$ cat config.mk
export PLATFORM = sky130hd
export DESIGN_NAME = bound_reduce_sequencer
export DESIGN_NICKNAME = d
export VERILOG_FILES = /design/src/rtl/bound_reduce_pkg.sv /design/src/rtl/bound_reduce_sequencer_fold.sv /design/src/rtl/bound_reduce_sequencer.sv
export SDC_FILE = /design/constraint.sdc
export NUM_CORES = 1
export LEC_CHECK = 0
export CORE_ASPECT_RATIO = 1.2
export CORE_MARGIN = 2
export CORE_UTILIZATION = 52
export DETAILED_ROUTE_END_ITERATION = 10
export GPL_ROUTABILITY_DRIVEN = 0
export PLACE_DENSITY = 0.9
export SLEW_MARGIN = 30
export SYNTH_ARGS = -nofsm -noshare
export SYNTH_HDL_FRONTEND = slang
export SYNTH_SLANG_ARGS = --single-unit
$ cat constraint.sdc
create_clock -name clk -period 3.1 [get_ports clk]
set_input_delay 0.62 -clock clk [delete_from_list [all_inputs] [get_ports clk]]
set_output_delay 0.62 -clock clk [all_outputs]
set_load 0.02 [all_outputs]
$ cat src/rtl/bound_reduce_pkg.sv
// Shared definitions for the bound reduction sequencer.
// Optional feature macro used by the top: BOUND_REDUCE_COUNT_EN.
//   state_t      : sequencer states (IDLE, ACCUM, DONE), 2-bit encoding
//   DEFAULT_*    : default candidate width and frame length
//   cnt_width()  : width of a counter able to hold 0..num_terms
package bound_reduce_pkg;

  typedef enum logic [1:0] {
    IDLE  = 2'b00,
    ACCUM = 2'b01,
    DONE  = 2'b10
  } state_t;

  localparam int unsigned DEFAULT_NUMBER_SIZE = 4;
  localparam int unsigned DEFAULT_NUM_TERMS   = 8;

  function automatic int unsigned cnt_width(input int unsigned num_terms);
    return $clog2(num_terms + 1);
  endfunction

endpackage

$ cat src/rtl/bound_reduce_sequencer_fold.sv
// bound_fold_slice: combinational fold of one candidate into the running
// max and min accumulators.
//   acc_max/acc_max_active : running maximum and its validity
//   acc_min/acc_min_active : running minimum and its validity
//   number/active          : incoming candidate and its participation flag
//   max*/min*              : folded results
// An inactive candidate never replaces the accumulator; an active one replaces
// an inactive accumulator, otherwise it must be strictly better (ties keep the
// earliest term).
module bound_fold_slice #(
  parameter int unsigned NUMBER_SIZE = 4
) (
  input  logic signed [NUMBER_SIZE-1:0] acc_max,
  input  logic                          acc_max_active,
  input  logic signed [NUMBER_SIZE-1:0] acc_min,
  input  logic                          acc_min_active,
  input  logic signed [NUMBER_SIZE-1:0] number,
  input  logic                          active,
  output logic signed [NUMBER_SIZE-1:0] max,
  output logic                          max_active,
  output logic signed [NUMBER_SIZE-1:0] min,
  output logic                          min_active
);

  logic take_max;
  logic take_min;

  always_comb begin
    take_max   = active && (!acc_max_active || (number > acc_max));
    take_min   = active && (!acc_min_active || (number < acc_min));
    max        = take_max ? number : acc_max;
    min        = take_min ? number : acc_min;
    max_active = acc_max_active | active;
    min_active = acc_min_active | active;
  end

endmodule

$ cat src/rtl/bound_reduce_sequencer.sv
// bound_reduce_sequencer: serial handshaked max/min reduction over a frame of
// NUM_TERMS signed candidate bounds using one shared fold slice.
// Optional feature macro: BOUND_REDUCE_COUNT_EN adds res_active_count.
//   clk, rst_n          : clock, asynchronous active-low reset
//   start               : begin a frame (sampled in IDLE only)
//   in_valid/in_ready   : candidate handshake; in_number, in_active payload
//   busy                : high in ACCUM and DONE
//   res_valid/res_ready : result handshake, result held until accepted
//   res_max/res_min     : signed max/min of active terms, with *_active flags
//   res_active_count    : (optional) number of active terms in the frame
module bound_reduce_sequencer
  import bound_reduce_pkg::*;
#(
  parameter int unsigned NUMBER_SIZE = DEFAULT_NUMBER_SIZE,
  parameter int unsigned NUM_TERMS   = DEFAULT_NUM_TERMS,
  parameter int unsigned CNT_W       = cnt_width(NUM_TERMS)
) (
  input  logic                          clk,
  input  logic                          rst_n,
  input  logic                          start,
  input  logic                          in_valid,
  output logic                          in_ready,
  input  logic signed [NUMBER_SIZE-1:0] in_number,
  input  logic                          in_active,
  output logic                          busy,
  output logic                          res_valid,
  input  logic                          res_ready,
  output logic signed [NUMBER_SIZE-1:0] res_max,
  output logic                          res_max_active,
  output logic signed [NUMBER_SIZE-1:0] res_min,
`ifdef BOUND_REDUCE_COUNT_EN
  output logic                          res_min_active,
  output logic [CNT_W-1:0]              res_active_count
`else
  output logic                          res_min_active
`endif
);

  state_t                   state;
  state_t                   state_next;
  logic [CNT_W-1:0]         term_cnt;
  logic                     accept;
  logic                     term_last;
  logic signed [NUMBER_SIZE-1:0] fold_max;
  logic signed [NUMBER_SIZE-1:0] fold_min;
  logic                     fold_max_active;
  logic                     fold_min_active;

  always_comb begin
    accept    = (state == ACCUM) && in_valid;
    term_last = (term_cnt == CNT_W'(NUM_TERMS - 1));
  end

  always_ff @(posedge clk or negedge rst_n) begin
    if (!rst_n) state <= IDLE;
    else        state <= state_next;
  end

  always_comb begin
    state_next = state;
    in_ready   = 1'b0;
    busy       = 1'b0;
    res_valid  = 1'b0;
    unique case (state)
      IDLE: begin
        if (start) state_next = ACCUM;
      end
      ACCUM: begin
        in_ready = 1'b1;
        busy     = 1'b1;
        if (in_valid && term_last) state_next = DONE;
      end
      DONE: begin
        busy      = 1'b1;
        res_valid = 1'b1;
        if (res_ready) state_next = IDLE;
      end
      default: state_next = IDLE;
    endcase
  end

  bound_fold_slice #(
    .NUMBER_SIZE(NUMBER_SIZE)
  ) u_fold (
    .acc_max        (res_max),
    .acc_max_active (res_max_active),
    .acc_min        (res_min),
    .acc_min_active (res_min_active),
    .number         (in_number),
    .active         (in_active),
    .max            (fold_max),
    .max_active     (fold_max_active),
    .min            (fold_min),
    .min_active     (fold_min_active)
  );

  // The result registers double as the accumulators: they clear when a frame
  // starts and otherwise hold, so results stay visible through DONE and IDLE.
  always_ff @(posedge clk or negedge rst_n) begin
    if (!rst_n) begin
      term_cnt       <= '0;
      res_max        <= '0;
      res_max_active <= 1'b0;
      res_min        <= '0;
      res_min_active <= 1'b0;
    end else if ((state == IDLE) && start) begin
      term_cnt       <= '0;
      res_max        <= '0;
      res_max_active <= 1'b0;
      res_min        <= '0;
      res_min_active <= 1'b0;
    end else if (accept) begin
      term_cnt       <= term_cnt + CNT_W'(1);
      res_max        <= fold_max;
      res_max_active <= fold_max_active;
      res_min        <= fold_min;
      res_min_active <= fold_min_active;
    end
  end

`ifdef BOUND_REDUCE_COUNT_EN
  always_ff @(posedge clk or negedge rst_n) begin
    if (!rst_n)                       res_active_count <= '0;
    else if ((state == IDLE) && start) res_active_count <= '0;
    else if (accept && in_active)     res_active_count <= res_active_count + CNT_W'(1);
  end
`endif

endmodule

# Word-level counts from Yosys, hierarchy flattened
# Cells that the tools add are included.
dict set report op_classes {
  n_reduce_logical 17
  add_sub_neg 1
  eq_ne 6
  n_bitwise 2
  n_mux 19
  magnitude_cmp 2
}
# op count
set op_table {}
lappend op_table {{$mux W4} 8}
lappend op_table {{$mux W1} 7}
lappend op_table {{$mux W2} 3}
lappend op_table {{$pmux W2 S3} 1}
lappend op_table {{$reduce_bool A2 Y1} 3}
lappend op_table {{$logic_and A1 B1 Y1} 5}
lappend op_table {{$add A4 B1 Y4 const B} 1}
lappend op_table {{$eq A4 B3 Y1 const B} 1}
lappend op_table {{$gt A4 B4 Y1} 1}
lappend op_table {{$lt A4 B4 Y1} 1}
lappend op_table {{$ne A2 B2 Y1 const B} 2}
lappend op_table {{$reduce_and A2 Y1} 2}
lappend op_table {{$reduce_and A3 Y1} 1}
lappend op_table {{$eq A2 B1 Y1 const B} 1}
lappend op_table {{$eq A2 B2 Y1 const B} 1}
lappend op_table {{$logic_not A1 Y1} 2}
lappend op_table {{$logic_not A2 Y1} 1}
lappend op_table {{$logic_or A1 B1 Y1} 2}
lappend op_table {{$ne A2 B1 Y1 const B} 1}
lappend op_table {{$or A1 B1 Y1} 2}
lappend op_table {{$reduce_or A2 Y1} 1}
dict set report totals {
  out_inout_bits 13
  ff_bits 16
  word_cells 53
  in_bits 10
}

# Depth between registers and ports, before layout
# Gate-level depths: netlist of the first run.
dict set report logic_depth {
  depth_word 6
  mapped_depth 6
  depth_no_buf 6
}

# Cells and area by module
# Synthesis of the first run repeated with hierarchy kept, for this count alone.
dict set report hier_totals {
  cells_unflattened 160
  area_unflattened_um2 1321.3
}
# mod cells_per_inst n_inst area_per_inst_um2 seq_area_each_um2
set by_module_without_submodules {}
lappend by_module_without_submodules {bound_reduce_sequencer 78 1 749.5 400.4}
lappend by_module_without_submodules {bound_fold_slice 82 1 571.8 0.0}

# Worst setup path before layout of the first run
# No wires, ideal clock.
dict set report synth_timing {
  path_type {register to register}
  start {register state[1]}
  end {register res_max[0]}
  path_stages_with_launch 7
  path_buffers 0
  slack_ns 1.432
  arrival_time_ns 1.589
  setup_time_ns 0.079
  required_time_ns 3.021
  period_less_slack_ns 1.668
  cell_sequence {dfrtp_1 > inv_1 > ha_1 > and3_4 > o211ai_4 > a21oi_2 > mux2i_1}
}
dict set report synth_via {
  elab_chain_len 4
  word_cells_on_any_way 8
  classes_between {eq/ne (1); mux (1); reduce/logical (6)}
}
# element line
set synth_rtl {}
lappend synth_rtl {{start, declared} bound_reduce_sequencer.sv:39} ;# state_t state;
lappend synth_rtl {{start signal, assigned} bound_reduce_sequencer.sv:56} ;# else state <= state_next;
lappend synth_rtl {{$eq A2 B1 Y1 or $logic_not A2 Y1 (tied branches)} {bound_reduce_sequencer.sv:50, bound_reduce_sequencer.sv:106}}
lappend synth_rtl {{$logic_and A1 B1 Y1 (on tied branches)} {bound_reduce_sequencer.sv:50, bound_reduce_sequencer.sv:106}}
lappend synth_rtl {{$reduce_bool A2 Y1 (no source line)} -}
lappend synth_rtl {{$reduce_and A2 Y1 (no source line)} -}
lappend synth_rtl {{end signal, assigned} bound_reduce_sequencer.sv:114} ;# res_max <= fold_max;
lappend synth_rtl {{end, declared} bound_reduce_sequencer.sv:28} ;# output logic signed [NUMBER_SIZE-1:0] res_max,
# Several ways; a longest one is shown, not always the timed one.
# A chain may end at the register's enable or synchronous reset.

# Final worst setup path of the first run
dict set report layout_timing {
  start {register state[1]}
  end {output port in_ready}
}
dict set report layout_via {
  elab_chain_len 2
}
# element line
set layout_rtl {}
lappend layout_rtl {{$eq A2 B1 Y1} bound_reduce_sequencer.sv:64} ;# unique case (state)
lappend layout_rtl {{$mux W1} bound_reduce_sequencer.sv:64}
lappend layout_rtl {{end, declared} bound_reduce_sequencer.sv:22} ;# output logic in_ready,
# Every way passes these cells.

==> impl_metrics.toml, run 1 <==
[drt]
detail-route-antenna-nets = 0
drt_wl_total_um = 1880
routed_via_density = 5.75
drtIter0Drc = 9
num_vias = 805
drc = 0
firstDrtPassIters = 2
wl_per_cell_um = 13.5

[global_route]
grt_max_degree = 17
use_met3 = 0.0247
grt_pass1_vias = 828
overflow = 0
grt.total_usage = 0.204
met1_usage = 0.231
grt_pass1_wl_um = 3350
grt_antenna_before_repair = 0
met2_usage = 0.380
grt.busiest_layer = "met2"

[yosys]
postSynthCellCount = 97
ys_top_cells_by_count = "16 x dfrtp_1, 15 x nand2_1, 12 x ha_1, 12 x inv_1, 9 x mux2i_1"
ys_ff_latch = 16
yosysWarnings = 0
synth_top_cell_by_area = "dfrtp_1"
synth_area_per_cell_um2 = 10.1
netlist.area_leader.share = 0.410
seq_area_frac_synth = 0.410
syn-num-nets = 119
ys.flop_type = "dfrtp_1"
synth_area_leaders = "dfrtp_1 41%, ha_1 15%, mux2i_1 9.2%"
yosys.cell_types.count = 24
ys_async_sr_fraction = 1.00
synth_area_um2 = 977
synth_edf_count = 0
synth_most_common_cell = "dfrtp_1"

[clock_tree]
clock_path_buffers = 2
clkTransAtPathRegs_ns = 0.08
clk_latency_ns = 0.28
cts_tree = "built"
clock_sinks = 16
cts_max_level = 1
postCtsSetupBuffers = 0
numCtsBuffers = 3
hold_buffers = 0
cts_root_buf = "clkbuf_4"
cts_resized = 0

[placed_design]
post-dp-hpwl_um = 1560
dpl_worst_slack_ns = 0.757
place_area_um2 = 1220
port_buffers = 22

[worst_setup_path]
crit_type = "reg2out"
cp-start-kind = "flop"
worstPathRequired_ns = 2.48
critPathMaxFanout = 6
arrival_ns = 1.72
crit_path_end_kind = "output port"

[timing]
setup_ws_ns = 0.756
min_period_ns = 2.34
hold_viol_final = 0
setup_tns_ns = 0
slew_violations = 0
setup_viol = 0
tightest_slew_ns = 0.713
max_freq_ghz = 0.427
relSlewSlack = 0.523
rsz0062_at_grt = "no"
post-route-period-util = 0.756
worst_hold_slack_ns = 0.533
final.setup_skew_ns = 0.00164

[finish]
diodes = 0
synthToLayoutAreaGrowth_pct = 26.9
design_area_um2 = 1240
nets = 145
drive_gt1_frac = 0.0661
fillers = 153

[floorplan]
rows = 17
fp.dieW_um = 43.6
die_y_um = 51.5
dieArea_um2 = 2240
core_area_um2 = 1810
start_util = 0.540
ios = 23

[power_and_ir_drop]
power_mw = 0.978
leakagePower_nw = 0.601
peakVddDrop_v = 0.000463
p_comb_frac = 0.545
internal_power_mw = 0.576
power_frac_seq = 0.349
p_clk_frac = 0.106
switching_share = 0.410
power_density_nw_per_um2 = 788
switchingPower_mw = 0.401

[min_path]
hold_class = "reg2reg"

[flow_run]
maxCapViolCount = 0

[status]
status = "finished clean"
logic make-up (layout without fill, tap and decap cells):
kind of cell,Yosys count,in the layout,synth area share
flops,16,16,0.410
mux,10,10,0.104
xor+xnor,3,3,0.0269
buf+inv,13,37,0.0499
compound gates,16,16,0.123
fa+ha+maj,12,12,0.154
simple gates,27,27,0.133
power by group through the flow:
stage | Sequential, mW | Clock [mW] | Combinational (mW)
floorplan | 0.396 | 0 | 0.276
global placement | 0.340 | 0 | 0.521
detailed placement | 0.345 | 0 | 0.541
CTS | 0.341 | 0.105 | 0.542
global route | 0.349 | 0.116 | 0.598
finish | 0.341 | 0.104 | 0.533
sequential cells by signal, indices dropped and copies added (netlist names):
| register | flops |
|---|---|
| res_min | 4 |
| res_min_active | 1 |
| res_max | 4 |
| state | 2 |
| term_cnt | 4 |
| res_max_active | 1 |
area by class of cell:
cell class / count / area, µm² / share of cell area
Multi-Input combinational cell: 68 / 528 / 0.426
Clock buffer: 3 / 22.5 / 0.0182
Tap cell: 19 / 23.8 / 0.0192
Inverter: 12 / 45.0 / 0.0363
Timing Repair Buffer: 22 / 220 / 0.178
Sequential cell: 16 / 400 / 0.323
metal layers:
metal,vias up,part of all wire,wire length (µm)
li1,383,-,-
met2,22,0.52,987
met3,5,0.047,89
met4,0,0.018,34
met1,395,0.41,774
met5,-,0,0
cells in the final DEF (no fill, tap or decap), types with 2 or more instances in the layout:
cell type and n:
o21ai_0 3, ha_1 12, inv_1 12, clkbuf_4 3
dfrtp_1 16, mux2i_1 9, clkdlybuf4s50_1 22, nand2_1 15
nor2_1 3, o21a_1 2, xor2_1 2, nand3_1 3
a21oi_1 6, nand4b_1 2
worst max-delay path, stage by stage, from the launching register on:
cell,delay (ns)
dfrtp_1,0.41
inv_1,0.11
ha_1,0.28
clkdlybuf4s50_1,0.64
per-stage QoR:
stage               utilization  cells
floorplan                     -     97
global placement          0.673    137
detailed placement        0.673    137
CTS                       0.686    140
global route              0.686    140
finish                    0.686    140
worst paths after layout:
path	slack, ns	cells after the start	end	start
setup / recovery	0.76	3	in_ready	state[1]
hold / removal	0.53	1	state[1]	state[1]
setup reg to reg	1.34	6	res_max[2]	state[1]
hold reg to reg	0.53	1	state[1]	state[1]
max in group asynchronous	1.89	1	res_max[3]	rst_n
min in group asynchronous	0.76	1	res_max[1]	rst_n
Power figures use the tool's default switching activity.
==> run 2, diff against run 1 <==
CORE_UTILIZATION = 48   (was 52)
PLACE_DENSITY = 0.84   (was 0.9)
clock period = 2.4 ns   (was 3.1 ns; I/O delays follow)
==> run 2 against run 1 <==
Register-to-register slack got worse by 0.68 ns. Critical path depth stayed put. Via count fell by 3.6%. Highest routed layer unchanged. Largest power group unchanged. Die area up 7.6%. Critical endpoint unchanged. First-iteration DRC count shrank 67%. Final cell count is the same.
==> impl_metrics.toml, run 2 (synthesis gave the netlist of run 1 again) <==
[drt]
wl_per_cell_um = 13.5
routed_via_density = 5.54
drt_wl_total_um = 1880
drc = 0
drtIter0Drc = 3
num_vias = 776
detail-route-antenna-nets = 0
firstDrtPassIters = 4

[min_path]
hold_class = "reg2reg"
min-delay-start = "res_min_active"

[floorplan]
dieArea_um2 = 2410
die_y_um = 53.4
rows = 17
fp.dieW_um = 45.2
core_area_um2 = 1870
ios = 23
start_util = 0.522

[global_route]
grt_antenna_before_repair = 0
grt_pass1_vias = 829
grt.total_usage = 0.201
overflow = 0
grt_max_degree = 17
grt_pass1_wl_um = 3460

[finish]
mostFrequentLayoutCells = "22 x clkdlybuf4s50_1, 16 x dfrtp_1, 15 x nand2_1"
nets = 145
stdcell_count = 140
diodes = 0
largestRegisters = "res_max (4), res_min (4), term_cnt (4)"
synthToLayoutAreaGrowth_pct = 26.9
final_common_cell = "clkdlybuf4s50_1"
fin_util = 0.662
drive_gt1_frac = 0.0661

[worst_setup_path]
crit_path_end_kind = "output port"
worstPathRequired_ns = 1.92
cp-start-kind = "flop"
crit_start = "state[1]"
reg2reg_from = "state[1]"
critPathMaxFanout = 6
cp_num_buf_inv = 2
arrival_ns = 1.72
critical-path-top-delay-family = "buffers and inverters"
crit_slowest_cell = "clkdlybuf4s50_1"
path_cells = "inv_1, ha_1, clkdlybuf4s50_1"
crit_type = "reg2out"
critical-path-max-stage-delay_ns = 0.65

[power_and_ir_drop]
internal_power_mw = 0.743
peakVddDrop_v = 0.000645
switching_share = 0.410
leakagePower_nw = 0.601
power_frac_seq = 0.348
switchingPower_mw = 0.516
power_density_nw_per_um2 = 1020
p_clk_frac = 0.108
p_comb_frac = 0.544
power_mw = 1.26

[clock_tree]
cts_resized = 0
postCtsSetupBuffers = 0
cts_max_level = 1
clock_path_buffers = 2
cts_root_buf = "clkbuf_4"
numCtsBuffers = 3
clock_sinks = 16
clkTransAtPathRegs_ns = 0.08
cts_tree = "built"
clk_latency_ns = 0.28
hold_buffers = 0

[placed_design]
port_buffers = 22
dp_cells = 137
post-dp-hpwl_um = 1490
dpl_worst_slack_ns = 0.232

[timing]
setup_ws_ns = 0.200
slew_violations = 0
tightest_slew_ns = 0.718
max_freq_ghz = 0.455
rsz0062_at_grt = "no"
min_period_ns = 2.20
relSlewSlack = 0.520
post-route-period-util = 0.917
hold_viol_final = 0
setup_viol = 0
final.setup_skew_ns = 0.000358
setup_tns_ns = 0

[flow_run]
maxCapViolCount = 0

[status]
status = "finished clean"
[run 2: cell counts in the layout (fill, tap and decap cells not counted)]
Identical to the previous run, type by type.
[run 2: worst paths after layout]
check	cells past startpoint	slack (ns)	end
worst max-delay path	3	0.20	in_ready
worst min-delay path	1	0.54	res_min_active
worst max register to register	6	0.66	res_max[0]
worst min register to register	1	0.54	res_min_active
max in group asynchronous	1	1.33	res_max_active
min in group asynchronous	1	0.62	res_max[0]
[run 2: per-layer routing]
| layer | global-route usage | vias up | wire length [µm] |
|---|---|---|---|
| met1 | 0.240 | 366 | 810 |
| met3 | 0.0273 | 5 | 96 |
| met4 | 0.108 | 0 | 38 |
| li1 | - | 378 | - |
| met5 | 0 | - | 0 |
| met2 | 0.340 | 27 | 938 |
[run 2: power groups by stage]
stage                     Combinational, mW  Sequential (mW)  Clock [mW]
final                                 0.685            0.438       0.137
after global routing                  0.774            0.453       0.154
after CTS                             0.695            0.438       0.144
after detailed placement              0.693            0.443           0
after global placement                0.676            0.439           0
after floorplan                       0.356            0.511           0
[run 2: area by class of cell]
| cell class | instances | area (µm²) |
|---|---|---|
| Sequential cell | 16 | 400 |
| Multi-Input combinational cell | 68 | 528 |
| Clock buffer | 3 | 22.5 |
| Fill cell | 164 | 632 |
| Inverter | 12 | 45.0 |
| Timing Repair Buffer | 22 | 220 |
| Tap cell | 19 | 23.8 |
[run 2: worst register-to-register path, stage by stage (launching register included)]
cell and delay [ns]:
dfrtp_1 0.41, inv_1 0.10, ha_1 0.27, and3_4 0.28, o211ai_4 0.08, a21oi_2 0.29
mux2i_1 0.23
[run 2: metrics by stage]
step                hold slack, ns  area (µm²)
floorplan                    0.184         977
global placement             0.512        1220
detailed placement           0.519        1220
CTS                          0.541        1240
global route                 0.571        1240
finish                       0.544        1240
